**src/rtl/matrix_mult_param.sv**
```systemverilog
// Signed N x N matrix multiplier R = A x B or A x B^T over synchronous-read RAM ports.
// Optional macro MATRIX_MULT_ROUND_EN selects round-half-up instead of floor on the scale shift.
module matrix_mult_param #(
    parameter int unsigned N     = 8,
    parameter int unsigned DW    = 16,
    parameter int unsigned OUT_W = 16,
    parameter int unsigned SHIFT = 8,
    localparam int unsigned AW   = (N * N > 1) ? $clog2(N * N) : 1
) (
    input  logic             CLOCK_50_I,
    input  logic             Reset,
    input  logic             start,
    input  logic             transpose_b,
    output logic             busy,
    output logic             done,
    output logic [AW-1:0]    a_addr,
    input  logic [DW-1:0]    a_rdata,
    output logic [AW-1:0]    b_addr,
    input  logic [DW-1:0]    b_rdata,
    output logic [AW-1:0]    r_addr,
    output logic [OUT_W-1:0] r_wdata,
    output logic             r_we
);

    localparam int unsigned CW    = (N > 1) ? $clog2(N) : 1;
    localparam int unsigned ACC_W = 2 * DW + $clog2(N);
    localparam logic [CW-1:0] Last = CW'(N - 1);

    // Saturation limits held in ACC_W+1 bits; assumes OUT_W <= ACC_W.
    localparam logic signed [ACC_W:0] MaxV =
        $signed({{(ACC_W + 2 - OUT_W){1'b0}}, {(OUT_W - 1){1'b1}}});
    localparam logic signed [ACC_W:0] MinV =
        $signed({{(ACC_W + 2 - OUT_W){1'b1}}, {(OUT_W - 1){1'b0}}});

    typedef enum logic [2:0] {StIdle, StMac, StDrain, StWrite, StDone} state_e;

    state_e                  state_q, state_d;
    logic [CW-1:0]           i_q, i_d, j_q, j_d, k_q, k_d;
    logic signed [ACC_W-1:0] acc_q, acc_d;
    logic                    tr_q, tr_d;
    logic signed [2*DW-1:0]  prod;
    logic signed [ACC_W:0]   acc_x, scaled;

    assign prod = $signed(a_rdata) * $signed(b_rdata);

    always_comb begin
        state_d = state_q;
        i_d     = i_q;
        j_d     = j_q;
        k_d     = k_q;
        acc_d   = acc_q;
        tr_d    = tr_q;
        unique case (state_q)
            StIdle: begin
                if (start) begin
                    tr_d    = transpose_b;
                    i_d     = '0;
                    j_d     = '0;
                    k_d     = '0;
                    acc_d   = '0;
                    state_d = StMac;
                end
            end
            StMac: begin
                // Read data lags the address by one cycle, so k=0 has nothing to add yet.
                acc_d = (k_q == '0) ? '0 : acc_q + ACC_W'(prod);
                if (k_q == Last) begin
                    state_d = StDrain;
                end else begin
                    k_d = k_q + CW'(1);
                end
            end
            StDrain: begin
                acc_d   = acc_q + ACC_W'(prod);
                state_d = StWrite;
            end
            StWrite: begin
                k_d     = '0;
                state_d = StMac;
                if (j_q == Last) begin
                    j_d = '0;
                    if (i_q == Last) begin
                        state_d = StDone;
                    end else begin
                        i_d = i_q + CW'(1);
                    end
                end else begin
                    j_d = j_q + CW'(1);
                end
            end
            StDone:  state_d = StIdle;
            default: state_d = StIdle;
        endcase
    end

    always_ff @(posedge CLOCK_50_I) begin
        if (Reset) begin
            state_q <= StIdle;
            i_q     <= '0;
            j_q     <= '0;
            k_q     <= '0;
            acc_q   <= '0;
            tr_q    <= 1'b0;
        end else begin
            state_q <= state_d;
            i_q     <= i_d;
            j_q     <= j_d;
            k_q     <= k_d;
            acc_q   <= acc_d;
            tr_q    <= tr_d;
        end
    end

    assign a_addr = AW'(32'(i_q) * N + 32'(k_q));
    assign b_addr = tr_q ? AW'(32'(j_q) * N + 32'(k_q)) : AW'(32'(k_q) * N + 32'(j_q));
    assign r_addr = AW'(32'(i_q) * N + 32'(j_q));

    assign busy = (state_q != StIdle);
    assign done = (state_q == StDone);
    assign r_we = (state_q == StWrite);

`ifdef MATRIX_MULT_ROUND_EN
    localparam logic signed [ACC_W:0] RndInc =
        (SHIFT > 0) ? (ACC_W + 1)'(1) << ((SHIFT > 0) ? SHIFT - 1 : 0) : '0;
    assign acc_x = $signed({acc_q[ACC_W-1], acc_q}) + RndInc;
`else
    assign acc_x = $signed({acc_q[ACC_W-1], acc_q});
`endif

    assign scaled = acc_x >>> SHIFT;

    always_comb begin
        r_wdata = scaled[OUT_W-1:0];
        if (scaled > MaxV) begin
            r_wdata = MaxV[OUT_W-1:0];
        end else if (scaled < MinV) begin
            r_wdata = MinV[OUT_W-1:0];
        end
    end

endmodule

```
**config.mk**
```make
export PLATFORM = sky130hd
export DESIGN_NAME = matrix_mult_param
export DESIGN_NICKNAME = d
export VERILOG_FILES = /design/src/rtl/matrix_mult_param.sv
export SDC_FILE = /design/constraint.sdc
export NUM_CORES = 1
export LEC_CHECK = 0
export CAP_MARGIN = 15
export CELL_PAD_IN_SITES_DETAIL_PLACEMENT = 1
export CELL_PAD_IN_SITES_GLOBAL_PLACEMENT = 1
export CORE_MARGIN = 2
export CORE_UTILIZATION = 25
export DETAILED_ROUTE_END_ITERATION = 8
export HOLD_SLACK_MARGIN = 0.1
export PLACE_DENSITY = 0.59
export SLEW_MARGIN = 20
export SYNTH_ARGS = -nofsm -noshare
export SYNTH_HDL_FRONTEND = slang
export SYNTH_SLANG_ARGS = --single-unit
```
**constraint.sdc**
```tcl
create_clock -name CLOCK_50_I -period 26.2 [get_ports CLOCK_50_I]
set_input_delay 5.24 -clock CLOCK_50_I [delete_from_list [all_inputs] [get_ports CLOCK_50_I]]
set_output_delay 5.24 -clock CLOCK_50_I [all_outputs]
set_load 0.1 [all_outputs]
```
==> reports/metrics.yaml <==
timing:
  rsz0062_at_grt: "false"
  fin_crit_sh_pct: 53.38
  tns_ns: 0
  hold_viol_final: 0
  hold_ws_ns: 0.4634
  worst_slew_pin_slew_ns: 1.031
  setup_viol: 0
  slew-limit-headroom_pct: 31.08
  period_minus_slack_ns: 13.99
  skew_ns: 0.006207
  max_freq_ghz: 0.07150
  drv_slew: 0
yosys:
  ys_seq_area_share_pct: 7.002
  post_synth.cell_area_avg_um2: 8.658
  yosysUniqueCellTypes: 65
  synthesis.area_um2: 13720
  syn-num-nets: 2008
  yosysWarnings: 0
  yosys_register_bits: 48
  async_reset_ff_share_pct: 0
  syn_inst: 1585
  synth_enable_flop_cells: 0
  ys_dominant_reg_cell: "dfxtp_1"
layout:
  n_fill_cell: 6369
  synthToLayoutAreaGrowth_pct: 11.22
  multiInputGateArea_um2: 11300
  final_util_pct: 28.25
  regArea_um2: 960.9
  antenna_cells: 0
  fin_cells: 2306
  final_cell_mix: "331 x inv_1, 263 x fa_1, 157 x nand2_1"
  layout.nets: 2033
  layout-drive-gt1-share_pct: 1.988
  final_common_cell: "inv_1"
route:
  drtIter0Drc: 482
  drc: 0
  vias: 10650
  postRouteAntennaNets: 0
  drt_wl_total_mm: 38.29
  wl_per_cell_um: 16.60
  viasPerCell: 4.617
  first_pass_iters: 4
hold_path:
  hold_path.class: "reg -> reg"
  worstHoldEndpoint: "acc_q[4]$_SDFFE_PP0P_"
  hold_depth: 2
  hp-start: "acc_q[4]$_SDFFE_PP0P_"
cts:
  cts.clk_slew.worst_paths_ns: 0.07
  clk_path_buf_depth: 2
  cts_tree: "built"
  post_cts_buffers: 0
  clock_latency_ns: 0.30
  cts_buffers: 5
  hold_buffers: 0
  clockRootBuffer: "clkbuf_16"
  htreeDepth: 2
  cts.repair.resized: 0
  numClockSinks: 48
die:
  dieHeight_um: 238.3
  ioPinCount: 73
  die_x_um: 238.3
  fp-row-count: 85
  core-area_um2: 54030
  start_util_pct: 25.40
  design.die.area_um2: 56780
grt:
  grt_pass1_vias: 12040
  grt_start_max_net_pins: 45
  grt.total_usage_pct: 14.18
  grt_pass1_wl_mm: 64.65
  antenna_found_initial: 0
  overflow: 0
placed_design:
  gp_congestion: 0.7995
  hpwl_mm: 31.62
  port_buffers: 72
  place_inst: 2299
critical_path:
  regToRegSetupSlack_ns: 23.06
  r2r_end: "acc_q[28]$_SDFFE_PP0P_"
  path_delay_family: "adder cells"
  cp_common_cell: "fa_1"
  worstSetupEndpointType: "register"
  path_buf_inv: 5
  start_kind: "input port"
  path_max_fanout: 16
  crit_slowest_cell: "clkdlybuf4s50_1"
  r2r_start: "acc_q[0]$_SDFFE_PP0P_"
  worst_path_largest_cell_delay_ns: 0.85
  cp.required_ns: 26.40
  cp_data_arrival_time_ns: 14.18
  critPathKind: "in -> reg"
  worstRegToRegCells: 14
run_status:
  outcome: "finished, final reports clean"
run:
  drv_cap: 0
[worst reg2reg max path: cells and delay by family (launching register included)]
family | cells | cell delay [ns]
and+or+nand+nor | 2 | 0.12
xor gates and xnor gates | 1 | 0.09
buffers and inverters | 1 | 0.07
AOI/OAI and AO/OA | 8 | 2.03
DFF | 1 | 0.32
adders and majority gates | 2 | 0.40
[how the worst max path moves through the flow]
stage                     startpoint                     end  cells past startpoint
after detailed placement  a_rdata[5]  acc_q[31]$_SDFFE_PP0P_                     33
after CTS                 a_rdata[5]  acc_q[31]$_SDFFE_PP0P_                     33
after floorplan           b_rdata[6]  acc_q[31]$_SDFFE_PP0P_                     33
final                     a_rdata[5]  acc_q[33]$_SDFFE_PP0P_                     34
after global placement    b_rdata[4]  acc_q[33]$_SDFFE_PP0P_                     33
after global routing      a_rdata[8]  acc_q[28]$_SDFFE_PP0P_                     31
[cell usage after synthesis, drive strengths merged, types with 3 or more instances]
library cell  number  area [µm²]
fa               263        5265
o31a               3       26.28
nand2            157       589.3
a22oi             29       217.7
o31ai              5       47.54
a31oi              6       37.54
nor4               7       43.79
buf                6       41.29
a21oi             65       336.6
a21boi             4       30.03
ha               124        1551
a22o               3       26.28
dfxtp             48       960.9
and3               8       56.31
and2             128       800.8
o21ai             28       140.1
nand3b             4       30.03
a21o              27       205.2
inv              331        1242
nor3              13       70.07
clkbuf            52       195.2
mux2               4       45.04
xor2              11       96.34
mux2i              3       30.03
nand3             16       80.08
o21bai            10       75.07
a211o              4       35.03
nand2b            17       106.4
o211ai             4       35.03
a211oi             7       52.55
or3                4       25.02
nor2b              7       43.79
nor2              86       322.8
xnor2             47       411.6
o21a              29       217.7
nand4              5       31.28
[sequential cells by signal, indices dropped and copies added (netlist names)]
name / flops
j_q: 3
i_q: 3
acc_q: 35
tr_q: 1
k_q: 3
state_q: 3
[logic make-up (layout without fill, tap and decap cells)]
group	count (synthesis)	count (layout)	synth area share, %
and+or+nand+nor	458	458	16.40
buffers and inverters	389	414	10.78
adders and majority gates	387	387	49.67
AOI/OAI and AO/OA	238	238	11.90
xor gates and xnor gates	58	58	3.702
DFF	48	48	7.002
muxes	7	7	0.5470
[cell type report]
cell class,instances,share of cell area [%]
Clock buffer,5,0.8197
Clock inverter,2,0.08197
Inverter,331,8.140
Multi-Input combinational cell,1148,74.04
Sequential cell,48,6.296
Tap cell,696,5.705
Timing Repair Buffer,76,4.918
[routing by layer]
layer  vias up  track usage, %  share of wire (%)
met1      5526           18.28                 44
met3        30           1.411                2.5
met2       110           26.05                 52
met5         -               0                  0
met4         0           2.027                1.2
li1       4981               -                  -
[metrics by stage]
stage | area [µm²] | worst slack, ns
global placement | 15120 | 11.90
finish | 15260 | 12.21
global route | 15260 | 11.59
detailed placement | 15120 | 11.89
floorplan | 13720 | 13.57
CTS | 15250 | 12.18
Power is left out: the tool's default activity adds up to more than one toggle a clock period on the data nets, which glitch-free logic cannot reach.
